--- src/rtl/dvs_aer_transmitter.sv ---
// DVS AER transmitter: streams (x, y, polarity) events onto a 10-bit AER bus as a Y word then an X word,
// each with a 4-phase req/ack handshake. Optional row-skip history is enabled by defining AER_TX_ROW_SKIP_EN.
module dvs_aer_transmitter #(
  parameter int X_BITS       = 9,
  parameter int Y_BITS       = 10,
  parameter int SETUP_CYCLES = 1,
  parameter int ACK_TIMEOUT  = 1024
) (
  input  logic              clk,
  input  logic              rst_n,
  input  logic              ev_valid,
  input  logic [X_BITS-1:0] ev_x,
  input  logic [Y_BITS-1:0] ev_y,
  input  logic              ev_polarity,
  output logic              ev_ready,
  output logic [9:0]        aer,
  output logic              xsel,
  output logic              req,
  input  logic              ack,
  input  logic              err_clr,
  output logic              timeout_err,
  output logic [15:0]       tx_count
);

  localparam logic [2:0] S_IDLE    = 3'd0;
  localparam logic [2:0] S_Y_SETUP = 3'd1;
  localparam logic [2:0] S_Y_REQ   = 3'd2;
  localparam logic [2:0] S_Y_REL   = 3'd3;
  localparam logic [2:0] S_X_SETUP = 3'd4;
  localparam logic [2:0] S_X_REQ   = 3'd5;
  localparam logic [2:0] S_X_REL   = 3'd6;

  localparam int SC_W = (SETUP_CYCLES > 1) ? $clog2(SETUP_CYCLES) : 1;
  localparam logic [SC_W-1:0] SETUP_LAST = SC_W'(SETUP_CYCLES - 1);
  localparam int TO_W = (ACK_TIMEOUT > 1) ? $clog2(ACK_TIMEOUT) : 1;
  localparam logic [TO_W-1:0] TO_LAST = TO_W'((ACK_TIMEOUT > 0) ? ACK_TIMEOUT - 1 : 0);

  logic [2:0]        state_reg;
  logic              ack_meta_reg;
  logic              ack_s_reg;
  logic [SC_W-1:0]   setup_cnt_reg;
  logic [TO_W-1:0]   to_cnt_reg;
  logic [X_BITS-1:0] x_reg;
  logic              pol_reg;
  logic [9:0]        aer_reg;
  logic              xsel_reg;
  logic              req_reg;
  logic              timeout_err_reg;
  logic [15:0]       tx_count_reg;

  logic [9:0] y_word;
  logic [9:0] x_word_in;
  logic [9:0] x_word_held;
  logic       timeout_hit;
  logic       timeout_fire;
  logic       y_done;
  logic       row_skip;

  assign y_word      = 10'(ev_y);
  assign x_word_in   = 10'({ev_x, ev_polarity});
  assign x_word_held = 10'({x_reg, pol_reg});
  assign timeout_hit = (ACK_TIMEOUT != 0) && (to_cnt_reg == TO_LAST);
  assign y_done      = (state_reg == S_Y_REL) && !ack_s_reg;

  always_comb begin
    timeout_fire = 1'b0;
    case (state_reg)
      S_Y_REQ, S_X_REQ: timeout_fire = timeout_hit && !ack_s_reg;
      S_Y_REL, S_X_REL: timeout_fire = timeout_hit && ack_s_reg;
      default:          timeout_fire = 1'b0;
    endcase
  end

  // ack is asynchronous to clk; only the synchronized copy steers the FSM
  always_ff @(posedge clk or negedge rst_n) begin
    if (!rst_n) begin
      ack_meta_reg <= 1'b0;
      ack_s_reg    <= 1'b0;
    end else begin
      ack_meta_reg <= ack;
      ack_s_reg    <= ack_meta_reg;
    end
  end

`ifdef AER_TX_ROW_SKIP_EN
  logic [Y_BITS-1:0] last_y_reg;
  logic              last_y_valid_reg;

  assign row_skip = last_y_valid_reg && (ev_y == last_y_reg);

  // history only counts rows whose Y word actually completed a handshake
  always_ff @(posedge clk or negedge rst_n) begin
    if (!rst_n) begin
      last_y_reg       <= '0;
      last_y_valid_reg <= 1'b0;
    end else if (timeout_fire) begin
      last_y_valid_reg <= 1'b0;
    end else if (y_done) begin
      last_y_reg       <= aer_reg[Y_BITS-1:0];
      last_y_valid_reg <= 1'b1;
    end
  end
`else
  assign row_skip = 1'b0;
`endif

  always_ff @(posedge clk or negedge rst_n) begin
    if (!rst_n) begin
      state_reg       <= S_IDLE;
      setup_cnt_reg   <= '0;
      to_cnt_reg      <= '0;
      x_reg           <= '0;
      pol_reg         <= 1'b0;
      aer_reg         <= '0;
      xsel_reg        <= 1'b0;
      req_reg         <= 1'b0;
      timeout_err_reg <= 1'b0;
      tx_count_reg    <= '0;
    end else begin
      if (timeout_fire) begin
        timeout_err_reg <= 1'b1;
      end else if (err_clr) begin
        timeout_err_reg <= 1'b0;
      end

      case (state_reg)
        S_IDLE: begin
          if (ev_valid) begin
            x_reg         <= ev_x;
            pol_reg       <= ev_polarity;
            setup_cnt_reg <= '0;
            if (row_skip) begin
              aer_reg   <= x_word_in;
              xsel_reg  <= 1'b1;
              state_reg <= S_X_SETUP;
            end else begin
              aer_reg   <= y_word;
              xsel_reg  <= 1'b0;
              state_reg <= S_Y_SETUP;
            end
          end
        end
        S_Y_SETUP, S_X_SETUP: begin
          // a stale ack from an aborted transfer must clear before the next request
          if (setup_cnt_reg == SETUP_LAST) begin
            if (!ack_s_reg) begin
              req_reg    <= 1'b1;
              to_cnt_reg <= '0;
              state_reg  <= (state_reg == S_Y_SETUP) ? S_Y_REQ : S_X_REQ;
            end
          end else begin
            setup_cnt_reg <= setup_cnt_reg + 1'b1;
          end
        end
        S_Y_REQ, S_X_REQ: begin
          if (ack_s_reg) begin
            req_reg    <= 1'b0;
            to_cnt_reg <= '0;
            state_reg  <= (state_reg == S_Y_REQ) ? S_Y_REL : S_X_REL;
          end else if (timeout_fire) begin
            req_reg   <= 1'b0;
            state_reg <= S_IDLE;
          end else begin
            to_cnt_reg <= to_cnt_reg + 1'b1;
          end
        end
        S_Y_REL: begin
          if (!ack_s_reg) begin
            aer_reg       <= x_word_held;
            xsel_reg      <= 1'b1;
            setup_cnt_reg <= '0;
            state_reg     <= S_X_SETUP;
          end else if (timeout_fire) begin
            state_reg <= S_IDLE;
          end else begin
            to_cnt_reg <= to_cnt_reg + 1'b1;
          end
        end
        S_X_REL: begin
          if (!ack_s_reg) begin
            tx_count_reg <= tx_count_reg + 16'd1;
            state_reg    <= S_IDLE;
          end else if (timeout_fire) begin
            state_reg <= S_IDLE;
          end else begin
            to_cnt_reg <= to_cnt_reg + 1'b1;
          end
        end
        default: state_reg <= S_IDLE;
      endcase
    end
  end

  assign ev_ready    = rst_n && (state_reg == S_IDLE);
  assign aer         = aer_reg;
  assign xsel        = xsel_reg;
  assign req         = req_reg;
  assign timeout_err = timeout_err_reg;
  assign tx_count    = tx_count_reg;

endmodule

--- config.mk ---
export PLATFORM = sky130hd
export DESIGN_NAME = dvs_aer_transmitter
export DESIGN_NICKNAME = d
export VERILOG_FILES = /design/src/rtl/dvs_aer_transmitter.sv
export SDC_FILE = /design/constraint.sdc
export NUM_CORES = 1
export LEC_CHECK = 0
export ABC_AREA = 1
export BUFFER_PORTS_ARGS = -buffer_cell sky130_fd_sc_hd__clkbuf_2
export CELL_PAD_IN_SITES_DETAIL_PLACEMENT = 1
export CELL_PAD_IN_SITES_GLOBAL_PLACEMENT = 1
export CORE_MARGIN = 3
export CORE_UTILIZATION = 25
export DETAILED_ROUTE_END_ITERATION = 7
export GPL_TIMING_DRIVEN = 1
export PLACE_DENSITY = 0.65
export SLEW_MARGIN = 20
export SYNTH_ARGS = -nofsm -noshare
export SYNTH_HDL_FRONTEND = slang
export SYNTH_SLANG_ARGS = --single-unit
--- constraint.sdc ---
create_clock -name clk -period 4.8 [get_ports clk]
set_input_delay 0.96 -clock clk [delete_from_list [all_inputs] [get_ports clk]]
set_output_delay 0.96 -clock clk [all_outputs]
set_load 0.005 [all_outputs]
==> results.cfg <==
[floorplanning]
initial_core_util_pct = 25.90
ios = 55
die_w_um = 112.4
dieArea_um2 = 12640
die_y_um = 112.4
num_rows = 38
core_um2 = 10940

[clocking]
cts_buffers = 5
cts_root_buf = clkbuf_16
post_cts_buffers = 0
cts_tree = done
htreeDepth = 2
clkSlewWorstSetupHoldPaths_ns = 0.07
postCtsHoldBufs = 0
insertion_delay_ns = 0.29
cts_buffer_depth = 2
cts_resized = 0
clock-sinks = 54

[timing]
relSlewSlack_pct = 47.58
tightest_slew_ns = 0.7833
timing.fmax_mhz = 353.7
min_period_ns = 2.827
rsz0062_at_grt = false
timing.hold.ws_ns = 0.3611
fin_setup_tns_ns = 0
hold_violations = 0
slew_violations = 0
clock_skew_ns = 0.005567
fin_crit_sh_pct = 58.90
setup_viol = 0

[yosys]
synth_warnings = 0
synth_area_leaders = dfrtp_1 (48%), nand2_1 (17%), nor2_1 (4.6%)
ys_types = 29
ys_seq_area_share_pct = 47.70
synth.avg_cell_area_um2 = 7.935
synth_top_cell_by_area = dfrtp_1
yosysTopAreaCellShare_pct = 47.70
synth.net_count = 385
yosys_register_bits = 54
synth_area_um2 = 2833
syn_inst = 357

[global_routing]
grt_usage_pct = 12.33
grt_overflow = 0
grt_pass1_wl_um = 12990
grt_antenna_before_repair = 0
grt_pass1_vias = 2715
grt_max_degree = 55

[setup_path]
required_ns = 5.01
crit_arrival_ns = 3.03
crit_chain = inv_4 -> nand3_1 -> nand2_1 -> ha_1 -> inv_1 -> nand2_1 -> nor2_2 -> inv_1 -> nor2_1 -> nand3_1 -> o21ai_0
worstSetupPathType = reg -> reg
cp_top_family = simple AND/OR/NAND/NOR gates
worst_setup_path_start_kind = register
crit_path_top_delay_cell = dfrtp_1
critPathLaunch = state_reg[2]
r2r_start = state_reg[2]
worst-path-max-fanout = 14
critPathBufInv = 3
slowest_delay_ns = 0.53
critical_path.endpoint_type = register

[power]
ir_drop_mv = 0.1884
switching_power_uw = 656.4
powerDensity_nw_per_um2 = 499.8
p_clk_share_pct = 24.9
pwr-share-comb_pct = 34.6
p_total_mw = 1.690
internal-power_mw = 1.034
seqPwrFrac_pct = 40.4
p_leak_nw = 1.742
switching_share_pct = 38.83

[placement]
place_area_um2 = 3213
io_buffers = 54
gp_congestion = 0.7691
dpl.hpwl_um = 5569

[status]
outcome = completed

[finish]
drive_gt1_share_pct = 20.24
antenna_cells = 0
final_cell_mix = nand2_1 (128), dfrtp_1 (54), clkbuf_2 (54), nor2_1 (35), inv_1 (29)
fillers = 1384
final_net_count = 437
layout_commonest_cell = nand2_1
largest_reg_flops = 16
final_util_pct = 30.93
final_area_um2 = 3382
areaGrowthSynthToFinish_pct = 19.39

[drt]
vias = 2468
detail-route-antenna-nets = 0
drc = 0
avgRoutedWirePerCell_um = 13.33
finalWirelength_um = 7332
via_per_inst = 4.487
first_pass_iters = 4
drtIter0Drc = 115

[min_path]
min-delay-start = ack_meta_reg
min_path_type = reg -> reg

[run]
maxCapViolCount = 0
## cells by family (layout without fill, tap and decap cells)
kind of cell	Yosys count	count (layout)	synth area share (%)
simple gates	217	217	33.70
flops	54	54	47.70
compound gates	24	24	4.947
fa+ha+maj	3	3	1.325
buf+inv	41	94	6.757
xor+xnor	18	18	5.565
## metal layers
metal / part of all wire (%) / vias to the layer above / GRT usage, %
met3: 1.9 / 7 / 1.941
met2: 49 / 29 / 20.86
met1: 48 / 1203 / 16.66
li1: - / 1229 / -
met5: 0 / - / 0
met4: 0.85 / 0 / 2.804
## synthesized netlist by cell type (all sizes together)
cell type / instances
a21oi: 4
inv: 30
nor3: 6
o211ai: 1
o21bai: 1
ha: 3
buf: 6
nor2: 44
o21ai: 7
o21a: 1
a31oi: 10
nand3: 26
nand2: 134
clkbuf: 4
clkinv: 1
nand4: 7
xnor2: 10
dfrtp: 54
xor2: 8
## stage by stage
stage                     instances  setup WS, ns
after CTS                       550         1.926
final                           550         1.973
after floorplan                 357         2.750
after global placement          542         1.896
after global routing            550         1.590
after detailed placement        542         1.788
## power by group through the flow
stage | Clock, mW | Combinational, mW | Sequential, mW
global route | 0.461 | 0.681 | 0.705
CTS | 0.437 | 0.600 | 0.688
detailed placement | 0 | 0.596 | 0.694
floorplan | 0 | 0.457 | 0.658
global placement | 0 | 0.573 | 0.689
finish | 0.421 | 0.586 | 0.684
## layout make-up
cell class                      instances  area, µm²  share of cell area, %
Inverter                               31      118.9                  3.515
Timing Repair Buffer                   55      277.8                  8.213
Tap cell                              140      175.2                  5.179
Multi-Input combinational cell        262       1290                  38.14
Clock buffer                            5      125.1                  3.700
Clock inverter                          3      43.79                  1.295
Sequential cell                        54       1351                  39.96
## final timing paths
check	endpoint	slack (ns)	cells after the start
setup / recovery	to_cnt_reg[8]	1.97	11
hold / removal	ack_s_reg	0.36	0
setup reg to reg	to_cnt_reg[8]	1.97	11
hold reg to reg	ack_s_reg	0.36	0
max in group asynchronous	x_reg[7]	3.46	2
min in group asynchronous	state_reg[1]	0.87	2
Power figures use the tool's default switching activity.
